## src/rtl/spi_frame_sequencer.sv

```systemverilog
// Issues a multi-byte SPI command frame to a byte-wide master and returns the gathered rx frame.
// Optional per-byte watchdog enabled by defining SPI_SEQ_TIMEOUT_EN.
module spi_frame_sequencer #(
    parameter int WIDTH          = 8,
    parameter int MAX_BYTES      = 4,
    parameter int TIMEOUT_CYCLES = 4096,
    localparam int LW = $clog2(MAX_BYTES + 1),
    localparam int FW = WIDTH * MAX_BYTES
) (
    input  logic             clock_i,
    input  logic             reset_ni,
    input  logic             cmd_valid_i,
    output logic             cmd_ready_o,
    input  logic [FW-1:0]    cmd_tx_i,
    input  logic [LW-1:0]    cmd_len_i,
    output logic             rsp_valid_o,
    input  logic             rsp_ready_i,
    output logic [FW-1:0]    rsp_data_o,
    output logic             rsp_err_o,
    output logic             spi_start_o,
    output logic [WIDTH-1:0] spi_tx_o,
    input  logic             spi_done_i,
    input  logic [WIDTH-1:0] spi_rx_i,
    output logic             frame_cs_o
);

    if (MAX_BYTES < 1 || TIMEOUT_CYCLES < 1) begin : g_bad_param
        $error("spi_frame_sequencer: MAX_BYTES and TIMEOUT_CYCLES must be >= 1");
    end

    typedef enum logic [1:0] {IDLE, ISSUE, WAIT, RESP} state_t;

    state_t        state;
    state_t        state_next;
    logic [FW-1:0] tx_frame;
    logic [LW-1:0] len;
    logic [LW-1:0] idx;
    logic          accept;
    logic          bad_len;
    logic          more;
    logic          timeout;

    function automatic logic [WIDTH-1:0] byte_at(input logic [FW-1:0] v, input int k);
        byte_at = '0;
        for (int b = 0; b < MAX_BYTES; b++) begin
            if (b == k) byte_at = v[b*WIDTH +: WIDTH];
        end
    endfunction

    assign cmd_ready_o = (state == IDLE) && reset_ni;
    assign rsp_valid_o = (state == RESP);
    assign accept      = cmd_valid_i && cmd_ready_o;
    assign bad_len     = (cmd_len_i == '0) || (int'(cmd_len_i) > MAX_BYTES);
    assign more        = (int'(idx) + 1) < int'(len);

`ifdef SPI_SEQ_TIMEOUT_EN
    localparam int TW = $clog2(TIMEOUT_CYCLES + 1);

    logic [TW-1:0] wd;

    always_ff @(posedge clock_i or negedge reset_ni) begin
        if (!reset_ni) begin
            wd <= '0;
        end else if (state != WAIT || spi_done_i) begin
            wd <= '0;
        end else begin
            wd <= wd + 1'b1;
        end
    end

    assign timeout = (state == WAIT) && !spi_done_i &&
                     (wd == TW'(TIMEOUT_CYCLES - 1));
`else
    assign timeout = 1'b0;
`endif

    always_ff @(posedge clock_i or negedge reset_ni) begin
        if (!reset_ni) begin
            state <= IDLE;
        end else begin
            state <= state_next;
        end
    end

    // The restart in WAIT is Mealy so the master sees no idle gap between bytes.
    always_comb begin
        state_next  = state;
        spi_start_o = 1'b0;
        unique case (state)
            IDLE: begin
                if (accept) state_next = bad_len ? RESP : ISSUE;
            end
            ISSUE: begin
                spi_start_o = 1'b1;
                state_next  = WAIT;
            end
            WAIT: begin
                if (spi_done_i) begin
                    if (more) spi_start_o = 1'b1;
                    else      state_next  = RESP;
                end else if (timeout) begin
                    state_next = RESP;
                end
            end
            RESP: begin
                if (rsp_ready_i) state_next = IDLE;
            end
            default: state_next = IDLE;
        endcase
    end

    // spi_tx_o always runs one byte ahead once the current byte has started.
    always_ff @(posedge clock_i or negedge reset_ni) begin
        if (!reset_ni) begin
            tx_frame   <= '0;
            len        <= '0;
            idx        <= '0;
            rsp_data_o <= '0;
            rsp_err_o  <= 1'b0;
            spi_tx_o   <= '0;
            frame_cs_o <= 1'b0;
        end else begin
            unique case (state)
                IDLE: begin
                    if (accept) begin
                        tx_frame   <= cmd_tx_i;
                        len        <= cmd_len_i;
                        idx        <= '0;
                        rsp_data_o <= '0;
                        rsp_err_o  <= bad_len;
                        if (!bad_len) begin
                            spi_tx_o   <= cmd_tx_i[WIDTH-1:0];
                            frame_cs_o <= 1'b1;
                        end
                    end
                end
                ISSUE: begin
                    if (more) spi_tx_o <= byte_at(tx_frame, int'(idx) + 1);
                end
                WAIT: begin
                    if (spi_done_i) begin
                        for (int k = 0; k < MAX_BYTES; k++) begin
                            if (k == int'(idx)) rsp_data_o[k*WIDTH +: WIDTH] <= spi_rx_i;
                        end
                        if (more) begin
                            idx <= idx + 1'b1;
                            if ((int'(idx) + 2) < int'(len)) begin
                                spi_tx_o <= byte_at(tx_frame, int'(idx) + 2);
                            end
                        end else begin
                            frame_cs_o <= 1'b0;
                            rsp_err_o  <= 1'b0;
                        end
                    end else if (timeout) begin
                        frame_cs_o <= 1'b0;
                        rsp_err_o  <= 1'b1;
                    end
                end
                default: ;
            endcase
        end
    end

endmodule

```

## config.mk

```make
export PLATFORM = sky130hd
export DESIGN_NAME = spi_frame_sequencer
export DESIGN_NICKNAME = d
export VERILOG_FILES = /design/src/rtl/spi_frame_sequencer.sv
export SDC_FILE = /design/constraint.sdc
export NUM_CORES = 1
export LEC_CHECK = 0
export CAP_MARGIN = 0
export CORE_MARGIN = 5
export CORE_UTILIZATION = 57
export CTS_BUF_LIST = sky130_fd_sc_hd__clkbuf_2
export CTS_CLUSTER_SIZE = 25
export DETAILED_ROUTE_END_ITERATION = 7
export MAX_ROUTING_LAYER = met4
export PLACE_DENSITY = 0.9
export SKIP_CTS_REPAIR_TIMING = 1
export SLEW_MARGIN = 0
export SYNTH_ARGS = -nofsm -noshare
export SYNTH_HDL_FRONTEND = slang
export SYNTH_SLANG_ARGS = --single-unit
```

## constraint.sdc

```tcl
create_clock -name clock_i -period 7.76 [get_ports clock_i]
set_input_delay 1.164 -clock clock_i [delete_from_list [all_inputs] [get_ports clock_i]]
set_output_delay 1.164 -clock clock_i [all_outputs]
set_load 0.05 [all_outputs]
```

==> results of run 1 <==
state kept, by name, summed over array words and instances, names as in the netlist:
register	cells
rsp_data_o	32
tx_frame	32
spi_tx_o	8
idx	3
len	3
state	2
frame_cs_o	1
rsp_err_o	1
metal layers:
metal	vias up	routed length, um	global-route usage
met5	-	0	-
met2	137	4950	0.386
met1	1594	4580	0.319
met3	19	734	0.0643
met4	0	113	0.0736
li1	1474	-	-
report_power, final:
| group | switching [mW] | internal (mW) |
|---|---|---|
| Combinational | 0.910 | 0.658 |
| Sequential | 0.152 | 0.624 |
| Clock | 0.155 | 0.0441 |
cells in the mapped netlist (all sizes together), types with 6 or more instances:
master	n	share of area
nor3b	9	0.016
inv	12	0.011
o2111ai	8	0.021
clkbuf	6	0.0059
nor2b	11	0.016
and2	10	0.015
a221oi	8	0.016
ha	15	0.044
or4	8	0.014
mux2	76	0.20
nor2	19	0.021
nand3b	8	0.014
o21ai	9	0.013
o211ai	9	0.017
a21oi	6	0.0079
a31oi	8	0.012
dfrtp	82	0.48
buf	9	0.011
nand2	25	0.022
layout make-up:
class / instances / area [um^2]
clock buffer: 9 / 45.0
sequential: 82 / 2050
inverter: 12 / 45.0
timing repair buffer: 94 / 933
fill: 497 / 1910
clock inverter: 7 / 51.3
tap: 99 / 124
multi-input combinational: 247 / 2100
worst paths after layout:
kind	startpoint	end	cells after the start
setup / recovery	idx[0]	spi_start_o	10
hold / removal	reset_ni	len[1]	1
setup reg to reg	idx[0]	spi_tx_o[2]	9
hold reg to reg	frame_cs_o	frame_cs_o	1
max in group asynchronous	reset_ni	tx_frame[19]	2
min in group clock_i	frame_cs_o	frame_cs_o	1
stage by stage:
step	total power, mW	cell area (um^2)
4_1_cts	2.55	5350
3_3_place_gp	2.29	5250
5_1_grt	2.70	5350
6_report	2.54	5350
2_1_floorplan	1.89	4260
3_5_place_dp	2.35	5250
worst max-delay path, cell delays in order (launching register included):
cell and delay (ns):
dfrtp_1 0.60, ha_1 0.59, ha_1 0.37, inv_1 0.08
ha_1 0.21, o21ai_0 0.14, o21ai_4 0.13, nor2_1 0.12
nor2_1 0.05, nor2_1 0.08, clkdlybuf4s50_1 0.82
placed cells by master, fill, tap and decap left out, types with 9 or more instances in the layout:
| master | n |
|---|---|
| and2_1 | 10 |
| nor3b_1 | 9 |
| mux2_2 | 75 |
| nand2_1 | 25 |
| nor2_1 | 16 |
| clkdlybuf4s50_1 | 91 |
| inv_1 | 11 |
| ha_1 | 15 |
| dfrtp_1 | 82 |
| clkbuf_2 | 9 |
| nor2b_1 | 11 |
cell families (layout without fill, tap and decap cells):
logic type,after synthesis,count (layout),share of synthesized area
flops,82,82,0.481
simple gates,98,98,0.137
buf+inv,27,122,0.0270
mux,76,76,0.201
compound gates,56,56,0.103
fa+ha+maj,16,16,0.0487
xor+xnor,1,1,0.00205
==> reports/results.txt, run 1 <==
GRT overflow = 0
Antenna-violating nets left = 0
Fin crit share = 0.631
Final slew viol count = 0
Crit path time final = 4.90 ns
FP Rows = 31
Largest net degree at the start of global routing = 54
Wire length per cell = 18.9 um
Async SR Flop Fraction = 1.00
Arr. time, crit path = 3.73 ns
Final setup violation count = 0
Final setup TNS = 0 ns
Worst Setup End Kind = primary output
Syn Area/Cell = 12.0 um^2
CTS H-tree lvls = 3
Power Dens Cells = 475 nW/um^2
Clock buffer depth = 2
Cts bufs inserted = 9
FF-to-FF setup slack = 4.65 ns
Status = finished clean
Total track usage = 0.247
Count of cell types in the netlist = 46
Crit path max fanout = 18
Unrepaired setup endpoints after global routing = no
Synth warn = 0
CP required = 6.60 ns
Drt first-iter violations = 213
Maxcap violations = 0
Clock skew = 0.0355 ns
Primary FF master, synth = dfrtp_1
Placed cell count = 534
Static leakage = 2.27 nW
Number of flops mapped to enable cells by yosys = 0
Hold WC Path Type = input pin to asynchronous set/reset pin
CTS tree = built
Initial antenna violation count = 0
Fin nets = 510
Slew at the pin closest to its max-slew limit = 0.803 ns
Core footprint = 7250 um^2
Chip height = 96.5 um
Final std cells w/o fill = 550
Worst slack, placed = 3.49 ns
Global-route wire length before repair = 16900 um
HPWL after DPL = 7510 um
Worst-Skew Late Latency = 0.54 ns
Setup ws final = 2.86 ns
# IOs = 93
Total Wirelength = 10400 um
Number of global-route vias before repair = 3443
Netlist Area Pre-Place = 4260 um^2
Die width = 96.5 um
Post-layout util = 0.737
Post-synthesis sequential area ratio = 0.481
ANT cells = 0
Worst-path clk slew = 0.25 ns
Input/output buffers = 92
Hold slack = 0.495 ns
Drt pass-1 iters = 4
Slew margin rel. = 0.465
Layout cells sized above 1 = 0.242
Initial core utilization = 0.588
DRC viols = 0
Area delta synth->final = 25.4%
Seq cells post-synth = 82
Placer Congestion = 0.900
VDD IR max = 0.292 mV
Final hold violation count = 0
Die area = 9310 um^2
CTS sink cnt = 82
Clock root buffer master = clkbuf_2
Startpoint Class = flop
Post-Syn Nets = 420
Vias/cell = 5.86
Routed vias = 3224
F_max = 204 MHz
Critical setup path kind = flop to primary output
Cells after Synth = 356
No activity file was read; power rests on OpenSTA's default activity.
==> run 2: changes to the inputs <==
--- a/config.mk
+++ b/config.mk
@@ -7,12 +7,12 @@
 export LEC_CHECK = 0
 export CAP_MARGIN = 0
 export CORE_MARGIN = 5
-export CORE_UTILIZATION = 57
+export CORE_UTILIZATION = 48
 export CTS_BUF_LIST = sky130_fd_sc_hd__clkbuf_2
 export CTS_CLUSTER_SIZE = 25
 export DETAILED_ROUTE_END_ITERATION = 7
 export MAX_ROUTING_LAYER = met4
-export PLACE_DENSITY = 0.9
+export PLACE_DENSITY = 0.81
 export SKIP_CTS_REPAIR_TIMING = 1
 export SLEW_MARGIN = 0
 export SYNTH_ARGS = -nofsm -noshare
==> constraint.sdc (replaced) <==
create_clock -name clock_i -period 4.28 [get_ports clock_i]
set_input_delay 0.642 -clock clock_i [delete_from_list [all_inputs] [get_ports clock_i]]
set_output_delay 0.642 -clock clock_i [all_outputs]
set_load 0.05 [all_outputs]
==> run 2 against run 1 <==
Net effect: via count down 0.47%; wire length up 2.2%; final cell count up 1.6%; sequential share of layout area down 0.35 points; highest routed layer unchanged.
==> reports/results.txt, run 2 (same netlist as run 1, synthesis figures left out) <==
Status = finished clean
ANT cells = 0
Total Wirelength = 10600 um
Startpoint Class = flop
Final slew viol count = 0
DRC viols = 0
Worst-Skew Late Latency = 0.54 ns
Worst Setup End Kind = primary output
Final setup TNS = 0 ns
Routed vias = 3209
Die area = 10900 um^2
# IOs = 93
Placer Congestion = 0.803
Clock skew = 0.0314 ns
Cell repeated most along the worst path = nor2_1
Biggest regs = rsp_data_o x32, tx_frame x32, spi_tx_o x8
Power Dens Cells = 870 nW/um^2
Fin nets = 510
Critical setup path kind = flop to primary output
Final setup violation count = 0
Max incr delay on CP = 0.60 ns
Layout cells sized above 1 = 0.246
Clock buffer depth = 2
Post-placement cell area = 5260 um^2
Antenna-violating nets left = 0
Design area = 5400 um^2
Slew margin rel. = 0.454
Unrepaired setup endpoints after global routing = no
Slew at the pin closest to its max-slew limit = 0.819 ns
Static leakage = 2.30 nW
Input/output buffers = 92
Most common cell after layout, fill and taps aside = clkdlybuf4s50_1
Initial core utilization = 0.491
Worst slack, placed = 0.521 ns
Fin crit share = 0.891
Largest net degree at the start of global routing = 46
Core footprint = 8680 um^2
Clock root buffer master = clkbuf_2
Setup ws final = 0.468 ns
FP Rows = 34
Global-route wire length before repair = 17500 um
Number of global-route vias before repair = 3446
Crit path max fanout = 18
Area delta synth->final = 26.6%
Cts bufs inserted = 9
Wire length per cell = 19.0 um
Arr. time, crit path = 3.17 ns
CP required = 3.64 ns
Chip height = 104 um
Hold WC Path Type = input pin to asynchronous set/reset pin
Total track usage = 0.205
Maxcap violations = 0
Post-layout util = 0.622
GRT overflow = 0
Final hold violation count = 0
Die width = 104 um
Hold slack = 0.0656 ns
Initial antenna violation count = 0
Vias/cell = 5.74
CTS H-tree lvls = 3
F_max = 262 MHz
CTS tree = built
Drt pass-1 iters = 4
Drt first-iter violations = 107
VDD IR max = 0.499 mV
CP Cell Sequence = ha_2 > ha_1 > inv_1 > ha_1 > o21ai_0 > o21ai_4 > nor2_1 > nor2_1 > nor2_1 > dlymetal6s2s_1
CTS sink cnt = 82
Commonest cells after routing, fill and taps aside = clkdlybuf4s50_1, dfrtp_1, mux2_2
Crit path time final = 3.81 ns
Worst-path clk slew = 0.25 ns
Crit-path slowest cell = dfrtp_1
HPWL after DPL = 7510 um
==> run 2: cell types whose count changed in the layout (fill, tap and decap cells not counted) <==
| cell | previous run | this run |
|---|---|---|
| inv_8 | 0 | 1 |
| ha_1 | 15 | 14 |
| ha_2 | 0 | 1 |
| clkinv_4 | 2 | 1 |
| clkinv_1 | 1 | 0 |
| clkdlybuf4s50_1 | 91 | 90 |
| bufinv_16 | 0 | 1 |
| clkinv_2 | 1 | 0 |
| dlymetal6s2s_1 | 0 | 1 |
| inv_6 | 2 | 3 |
==> run 2: power by group <==
part           leakage (nW)  switching (mW)  internal, mW  total [mW]
registers              1.03           0.252          1.13        1.38
clock network        0.0754           0.309         0.147       0.456
logic                  1.19            1.66          1.19        2.85
total                  2.30            2.22          2.47        4.69
==> run 2: metrics by stage <==
step	total power, mW	cells
detailed placement	4.26	543
finish	4.69	559
floorplan	3.42	356
CTS	4.72	559
global route	5.00	559
global placement	4.17	543
==> run 2: final cells by class <==
| class | count | area [um^2] |
|---|---|---|
| timing repair buffer | 94 | 936 |
| sequential | 82 | 2050 |
| clock buffer | 9 | 45.0 |
| multi-input combinational | 247 | 2100 |
| fill | 717 | 3280 |
| inverter | 12 | 45.0 |
| tap | 108 | 135 |
| clock inverter | 7 | 83.8 |
==> run 2: path summary, 6_finish.rpt <==
kind / start / endpoint / slack, ns / depth (start not counted)
hold / removal: reset_ni / spi_tx_o[3] / 0.07 / 1
min in group clock_i: frame_cs_o / frame_cs_o / 0.52 / 1
setup reg to reg: idx[0] / spi_tx_o[4] / 1.32 / 9
setup / recovery: idx[0] / spi_start_o / 0.47 / 10
hold reg to reg: frame_cs_o / frame_cs_o / 0.52 / 1
max in group asynchronous: reset_ni / rsp_data_o[2] / 3.27 / 2
==> run 2: critical path, delay by kind of cell, from the launching register on <==
family          cells  cell delay (ns)
compound gates      2             0.30
fa+ha+maj           3             1.00
buf+inv             2             0.49
flops               1             0.60
simple gates        3             0.24
==> run 2: layer usage <==
metal | track usage | up-vias | routed length, um
li1 | - | 1477 | -
met5 | - | - | 0
met4 | 0.0666 | 0 | 167
met3 | 0.0583 | 15 | 711
met2 | 0.303 | 112 | 4910
met1 | 0.273 | 1605 | 4820
